`src/rtl/pillow_drop_ctrl_if.sv`:
```
// Signal bundle between the pillow drop controller and its consumers
// (keyboard/collision inputs in, pillow geometry and game status out).
interface pillow_drop_ctrl_if;
   logic [7:0]  scan_code;
   logic        fail;
   logic [10:0] pillow_column_begin;
   logic [10:0] pillow_column_end;
   logic [10:0] pillow_row_begin;
   logic [10:0] pillow_row_end;
   logic        pillow_active;
   logic [7:0]  dodges;
   logic [3:0]  speed;

   modport master (
      input  scan_code,
      input  fail,
      output pillow_column_begin,
      output pillow_column_end,
      output pillow_row_begin,
      output pillow_row_end,
      output pillow_active,
      output dodges,
      output speed
   );

   modport slave (
      output scan_code,
      output fail,
      input  pillow_column_begin,
      input  pillow_column_end,
      input  pillow_row_begin,
      input  pillow_row_end,
      input  pillow_active,
      input  dodges,
      input  speed
   );
endinterface

```
`src/rtl/pillow_drop_ctrl.sv`:
```
// Falling-pillow generator: spawns at a pseudo-random column, drops once per frame tick,
// speeds up as dodges accumulate, freezes on fail and restarts on ENTER.
module pillow_drop_ctrl #(
   parameter int SCREEN_W    = 800,
   parameter int SCREEN_H    = 600,
   parameter int PILLOW_W    = 40,
   parameter int PILLOW_H    = 40,
   parameter int TICK_DIV    = 833333,
   parameter int START_SPEED = 2,
   parameter int MAX_SPEED   = 8,
   parameter int SPEED_STEP  = 4
) (
   input  logic               clk,
   input  logic               resetn,
   pillow_drop_ctrl_if.master bus
);

   localparam int TW = (TICK_DIV > 1) ? $clog2(TICK_DIV) : 1;
   localparam int SW = (SPEED_STEP > 1) ? $clog2(SPEED_STEP) : 1;

   localparam logic [TW-1:0] TICK_LAST = TW'(TICK_DIV - 1);
   localparam logic [SW-1:0] STEP_LAST = SW'(SPEED_STEP - 1);
   localparam logic [10:0]   ROW_OFF   = 11'(SCREEN_H);
   localparam logic [10:0]   COL_SPAN  = 11'(SCREEN_W - PILLOW_W);
   localparam logic [10:0]   W_M1      = 11'(PILLOW_W - 1);
   localparam logic [10:0]   H_M1      = 11'(PILLOW_H - 1);
   localparam logic [3:0]    SPD_INIT  = 4'(START_SPEED);
   localparam logic [3:0]    SPD_MAX   = 4'(MAX_SPEED);
   localparam logic [7:0]    KEY_ENTER = 8'h5A;
   localparam logic [15:0]   LFSR_SEED = 16'hACE1;

   typedef enum logic [1:0] {
      ST_IDLE  = 2'd0,
      ST_SPAWN = 2'd1,
      ST_FALL  = 2'd2,
      ST_HALT  = 2'd3
   } state_t;

   state_t        state_r;
   logic [TW-1:0] tick_cnt_r;
   logic [15:0]   lfsr_r;
   logic [10:0]   col_r;
   logic [10:0]   row_r;
   logic          active_r;
   logic [7:0]    dodges_r;
   logic [3:0]    speed_r;
   logic [SW-1:0] step_cnt_r;

   logic          tick_s;
   logic          enter_s;
   logic [10:0]   row_next_s;
   logic [10:0]   col_spawn_s;

   // Taps 16,14,13,11 in right-shift form; a nonzero seed never reaches all-zero.
   function automatic logic [15:0] lfsr_step(input logic [15:0] cur);
      lfsr_step = {cur[0] ^ cur[2] ^ cur[3] ^ cur[5], cur[15:1]};
   endfunction

   // Folds the raw 10-bit value back into the legal left-edge range.
   function automatic logic [10:0] spawn_column(input logic [9:0] raw);
      logic [10:0] wide;
      wide = {1'b0, raw};
      if (wide > COL_SPAN) begin
         spawn_column = wide - COL_SPAN;
      end else begin
         spawn_column = wide;
      end
   endfunction

   // Decode of tick, ENTER, next fall row and candidate spawn column.
   always_comb begin
      tick_s      = (tick_cnt_r == TICK_LAST);
      enter_s     = (bus.scan_code == KEY_ENTER);
      row_next_s  = row_r + {7'd0, speed_r};
      col_spawn_s = spawn_column(lfsr_r[9:0]);
   end

   // Frame-tick divider and LFSR, free-running in every state.
   always_ff @(posedge clk or negedge resetn) begin
      if (!resetn) begin
         tick_cnt_r <= '0;
         lfsr_r     <= LFSR_SEED;
      end else begin
         if (tick_s) begin
            tick_cnt_r <= '0;
         end else begin
            tick_cnt_r <= tick_cnt_r + TW'(1);
         end
         lfsr_r <= lfsr_step(lfsr_r);
      end
   end

   // Game state machine with all pillow/status outputs registered.
   always_ff @(posedge clk or negedge resetn) begin
      if (!resetn) begin
         state_r    <= ST_IDLE;
         col_r      <= 11'd0;
         row_r      <= ROW_OFF;
         active_r   <= 1'b0;
         dodges_r   <= 8'd0;
         speed_r    <= SPD_INIT;
         step_cnt_r <= '0;
      end else begin
         case (state_r)
            ST_IDLE: begin
               if (enter_s) begin
                  state_r <= ST_SPAWN;
               end else begin
                  state_r <= ST_IDLE;
               end
            end
            ST_SPAWN: begin
               col_r    <= col_spawn_s;
               row_r    <= 11'd0;
               active_r <= 1'b1;
               state_r  <= ST_FALL;
            end
            ST_FALL: begin
               // A collision wins over a same-cycle tick so the frozen frame shows the hit.
               if (bus.fail) begin
                  active_r <= 1'b0;
                  state_r  <= ST_HALT;
               end else if (tick_s && (row_next_s >= ROW_OFF)) begin
                  row_r    <= ROW_OFF;
                  active_r <= 1'b0;
                  state_r  <= ST_SPAWN;
                  if (dodges_r != 8'hFF) begin
                     dodges_r <= dodges_r + 8'd1;
                  end else begin
                     dodges_r <= dodges_r;
                  end
                  if (step_cnt_r == STEP_LAST) begin
                     step_cnt_r <= '0;
                     if (speed_r < SPD_MAX) begin
                        speed_r <= speed_r + 4'd1;
                     end else begin
                        speed_r <= SPD_MAX;
                     end
                  end else begin
                     step_cnt_r <= step_cnt_r + SW'(1);
                  end
               end else if (tick_s) begin
                  row_r <= row_next_s;
               end else begin
                  row_r <= row_r;
               end
            end
            ST_HALT: begin
               if (enter_s) begin
                  dodges_r   <= 8'd0;
                  speed_r    <= SPD_INIT;
                  step_cnt_r <= '0;
                  state_r    <= ST_SPAWN;
               end else begin
                  state_r <= ST_HALT;
               end
            end
            default: begin
               active_r <= 1'b0;
               state_r  <= ST_IDLE;
            end
         endcase
      end
   end

   assign bus.pillow_column_begin = col_r;
   assign bus.pillow_column_end   = col_r + W_M1;
   assign bus.pillow_row_begin    = row_r;
   assign bus.pillow_row_end      = row_r + H_M1;
   assign bus.pillow_active       = active_r;
   assign bus.dodges              = dodges_r;
   assign bus.speed               = speed_r;

endmodule

```
`src/flat_wrapper.sv`:
```
// flat-port wrapper written by rule: the top's interface ports become plain ports
module pillow_drop_ctrl_flat 
#(
   parameter int SCREEN_W    = 800,
   parameter int SCREEN_H    = 600,
   parameter int PILLOW_W    = 40,
   parameter int PILLOW_H    = 40,
   parameter int TICK_DIV    = 833333,
   parameter int START_SPEED = 2,
   parameter int MAX_SPEED   = 8,
   parameter int SPEED_STEP  = 4
)
  (clk, resetn, bus_scan_code, bus_fail, bus_pillow_column_begin, bus_pillow_column_end, bus_pillow_row_begin, bus_pillow_row_end, bus_pillow_active, bus_dodges, bus_speed);
  pillow_drop_ctrl_if bus_i ();
  input  logic clk;
  input  logic resetn;
  input wire logic [$bits(bus_i.scan_code)-1:0] bus_scan_code;
  input wire logic [$bits(bus_i.fail)-1:0] bus_fail;
  output wire logic [$bits(bus_i.pillow_column_begin)-1:0] bus_pillow_column_begin;
  output wire logic [$bits(bus_i.pillow_column_end)-1:0] bus_pillow_column_end;
  output wire logic [$bits(bus_i.pillow_row_begin)-1:0] bus_pillow_row_begin;
  output wire logic [$bits(bus_i.pillow_row_end)-1:0] bus_pillow_row_end;
  output wire logic [$bits(bus_i.pillow_active)-1:0] bus_pillow_active;
  output wire logic [$bits(bus_i.dodges)-1:0] bus_dodges;
  output wire logic [$bits(bus_i.speed)-1:0] bus_speed;
  assign bus_i.scan_code = bus_scan_code;
  assign bus_i.fail = bus_fail;
  assign bus_pillow_column_begin = bus_i.pillow_column_begin;
  assign bus_pillow_column_end = bus_i.pillow_column_end;
  assign bus_pillow_row_begin = bus_i.pillow_row_begin;
  assign bus_pillow_row_end = bus_i.pillow_row_end;
  assign bus_pillow_active = bus_i.pillow_active;
  assign bus_dodges = bus_i.dodges;
  assign bus_speed = bus_i.speed;
  pillow_drop_ctrl #(.SCREEN_W(SCREEN_W), .SCREEN_H(SCREEN_H), .PILLOW_W(PILLOW_W), .PILLOW_H(PILLOW_H), .TICK_DIV(TICK_DIV), .START_SPEED(START_SPEED), .MAX_SPEED(MAX_SPEED), .SPEED_STEP(SPEED_STEP)) u_core (.clk(clk), .resetn(resetn), .bus(bus_i));
endmodule
```
`config.mk`:
```
export PLATFORM = sky130hd
export DESIGN_NAME = pillow_drop_ctrl_flat
export DESIGN_NICKNAME = d
export VERILOG_FILES = /design/src/rtl/pillow_drop_ctrl_if.sv /design/src/rtl/pillow_drop_ctrl.sv /design/src/flat_wrapper.sv
export SDC_FILE = /design/constraint.sdc
export NUM_CORES = 1
export LEC_CHECK = 0
export CORE_MARGIN = 3
export CORE_UTILIZATION = 51
export CTS_BUF_LIST = sky130_fd_sc_hd__clkbuf_4 sky130_fd_sc_hd__clkbuf_8
export DETAILED_ROUTE_END_ITERATION = 10
export GPL_TIMING_DRIVEN = 0
export MAX_ROUTING_LAYER = met4
export PLACE_DENSITY = 0.84
export SLEW_MARGIN = 20
export SYNTH_ARGS = -nofsm -noshare
export SYNTH_HDL_FRONTEND = slang
export SYNTH_SLANG_ARGS = --single-unit
```
`constraint.sdc`:
```
create_clock -name clk -period 4.5 [get_ports clk]
set_input_delay 0.9 -clock clk [delete_from_list [all_inputs] [get_ports clk]]
set_output_delay 0.9 -clock clk [all_outputs]
set_load 0.01 [all_outputs]
```
==> impl_metrics.json <==
{
  "cts_resized": 0,
  "grt_util_all_layers_pct": 20.89,
  "drt_first_pass_iters": 6,
  "syn2layout_area_growth_pct": 24.17,
  "rsz0062_at_grt": "no",
  "synth_area_leaders": "dfrtp_1 (36%), dfstp_2 (7.9%), xnor2_1 (5.1%), ha_1 (4.6%), xor2_1 (4.5%)",
  "ir_worst_vdd_v": 0.0002049,
  "path_cells": "ha_1, fa_1, a211oi_2, nor2_2, xnor2_1, a221o_1, a311o_4, a21oi_4, mux2_4",
  "r2r-start": "u_core.bus.speed[0]",
  "status": "finished clean",
  "synth_seq_cells": 75,
  "die_w_um": 97.90,
  "layout_commonest_cell": "clkdlybuf4s50_1",
  "final_cell_mix": "clkdlybuf4s50_1 (66), dfrtp_1 (62), nor2_1 (40)",
  "dp_slack_ps": 1002,
  "yosys.area_share.adder_pct": 5.113,
  "die_h_um": 97.90,
  "antenna_found_initial": 0,
  "fin_crit_sh_pct": 74.56,
  "coreArea_um2": 7968,
  "die_area_um2": 9583,
  "min_path_type": "reg -> reg",
  "critPathArrivalTime_ps": 3600,
  "p_leak_nw": 2.346,
  "synthCells": 433,
  "clockBufferDepth": 2,
  "synth_top_family_by_area": "simple AND/OR/NAND/NOR gates",
  "cts-root-buf": "clkbuf_8",
  "crit_path_top_delay_cell": "dfrtp_1",
  "worstPathRequired_ps": 4740,
  "drt-met1-wl_um": 4227,
  "critPathMaxFanout": 8,
  "clock_latency_ps": 360,
  "tns_ps": 0,
  "cp_slowest_stage_delay_ps": 460,
  "post_dp_cell_area_um2": 5130,
  "r2r_cells": 9,
  "setup_viol": 0,
  "diodes": 0,
  "synth_area_leader_cell": "dfrtp_1",
  "worst-path-buf-inv": 0,
  "startpoint": "u_core.bus.speed[0]",
  "min-delay-start": "u_core.lfsr_r[11]",
  "yosys.area_share.simple_pct": 21.09,
  "cpLargestDelayFamily": "compound AO/OA/AOI/OAI gates",
  "placementRows": 32,
  "dr_wl_met2_um": 4496,
  "worst_slew_pin_slew_ps": 569.2,
  "drc": 0,
  "hold_end": "u_core.lfsr_r[10]",
  "numCtsBuffers": 9,
  "yosysWarnings": 0,
  "ys_seq_area_share_pct": 43.96,
  "r2r_slack_ps": 1140,
  "drv_slew": 0,
  "crit_type": "reg -> reg",
  "drive_above_1_share_pct": 11.61,
  "final.min_clock_period_ps": 3355,
  "initial_core_util_pct": 54.05,
  "overflow": 0,
  "synth_area_um2": 4307,
  "finalHoldViolCount": 0,
  "muxShareOfSynthArea_pct": 2.208,
  "synth_compound_area_share_pct": 13.28,
  "grt_max_degree": 51,
  "fin_worst_skew_ps": 8.706,
  "cts_tree": "built",
  "grt_pass1_vias": 3428,
  "avgSynthCellArea_um2": 9.946,
  "ys_types": 72,
  "syn_nets": 461,
  "slew_headroom_pct": 61.65,
  "final_area_um2": 5348,
  "vias": 3542,
  "drt-initial-drc-count": 167,
  "synthXorXnorAreaFrac_pct": 9.936,
  "path_clk_slew_ps": 90,
  "final_antenna_net_count": 0,
  "nNetsFinal": 540,
  "synth_ff_type": "dfrtp_1",
  "synth_edf_count": 0,
  "endpoint_kind": "flop",
  "fmax_mhz": 298.0,
  "reg2reg_to": "u_core.bus.dodges[0]",
  "met3WireLength_um": 484,
  "worstSetupStartpointType": "flop",
  "highest_layer": "met4",
  "async_reset_ff_share_pct": 100.0,
  "clock-sinks": 75,
  "globalplace.congestion": 0.9264,
  "power.total_mw": 1.837,
  "dp_hpwl_um": 6791,
  "wl_um": 9402,
  "powerDensity_nw_per_um2": 343.6,
  "cts_max_level": 3,
  "worstHoldPathCells": 0,
  "ioPinCount": 68,
  "numPortBuffers": 67,
  "cts_setup_buffers": 0,
  "layout_setup_ws_ps": 1145,
  "vias_per_cell": 5.722,
  "wl_per_cell_um": 15.19,
  "grt_pass1_wl_um": 16220,
  "cts_hold_buf": 0,
  "synth_top_area_share_pct": 36.03,
  "cap_viol_max_count": 0
}
-- worst reg2reg max path, stage by stage, from the launching register on --
cell and delay (ps):
dfrtp_1 460, ha_1 260, fa_1 430, a211oi_2 380, nor2_2 130, xnor2_1 140
a221o_1 360, a311o_4 450, a21oi_4 310, mux2_4 330
-- area by class of cell --
class                      instances  area, um^2
multi-input combinational        316        2223
tap                              102       127.6
timing repair buffer              68       695.7
clock buffer                       9       123.9
buffer                            14       85.08
inverter                          28       105.1
sequential                        75        1893
fill                             602        2620
clock inverter                     7       93.84
-- cell usage after synthesis, types with 2 or more instances --
master      n
and2_1      5
mux2i_1     2
a21o_1      6
buf_6       3
dfrtp_1    62
nand3b_1    5
nor4bb_1    3
o22ai_1     2
a211oi_1    2
mux2_2      2
a21oi_1    11
mux2_1      2
inv_1      28
xor2_1     22
mux2_4      2
o211ai_1    4
nor3b_1     2
xnor2_1    25
and3_1      8
nor4_1      6
o31ai_1     3
nand4b_1    3
nand2_1    28
nand2b_1    9
nor2_1     40
o2bb2ai_1   3
o21ai_0    17
nand3_1    14
a22o_1      4
a22oi_1     2
dfstp_2    13
clkbuf_1    7
a211o_1     2
or4b_2      2
nor3_1     10
ha_1       16
a31oi_1     6
or3_1       3
nand4_1    16
-- how the worst max path moves through the flow --
stage	slack [ps]	depth (start not counted)	endpoint
after floorplan	1430	9	u_core.bus.dodges[0]
after global placement	60	1	u_core.tick_cnt_r[10]
after detailed placement	1000	8	u_core.bus.speed[2]
after CTS	1160	9	u_core.bus.dodges[0]
after global routing	1030	9	u_core.bus.dodges[0]
final	1140	9	u_core.bus.dodges[0]
-- layer usage --
metal | vias to the layer above | track usage (%)
li1 | 1697 | -
met5 | - | -
met3 | 16 | 3.286
met1 | 1711 | 27.05
met2 | 118 | 33.04
met4 | 0 | 8.200
-- report_power, final --
group	total [mW]	switching, mW	internal (mW)
logic	0.513	0.267	0.245
registers	0.764	0.0521	0.712
clock network	0.560	0.288	0.272
-- cell families after synthesis --
family | after synthesis
simple gates | 166
compound gates | 77
flops | 75
xor+xnor | 48
buf+inv | 42
fa+ha+maj | 17
mux | 8
-- through the flow --
| stage | hold WS [ps] | instances | utilization [%] |
|---|---|---|---|
| after floorplan | 333.0 | 433 | - |
| after global placement | 338.5 | 602 | 64.07 |
| after detailed placement | 340.3 | 603 | 64.38 |
| after CTS | 360.7 | 619 | 67.12 |
| after global routing | 368.5 | 619 | 67.12 |
| final | 358.6 | 619 | 67.12 |
-- registers in the layout, indices dropped and copies added (netlist names), 2 cells and up --
name / cells
u_core.bus.dodges: 8
u_core.bus.pillow_column_begin: 11
u_core.bus.pillow_row_begin: 11
u_core.bus.speed: 4
u_core.lfsr_r: 16
u_core.state_r: 2
u_core.step_cnt_r: 2
u_core.tick_cnt_r: 20
(Power assumes the default switching activity.)
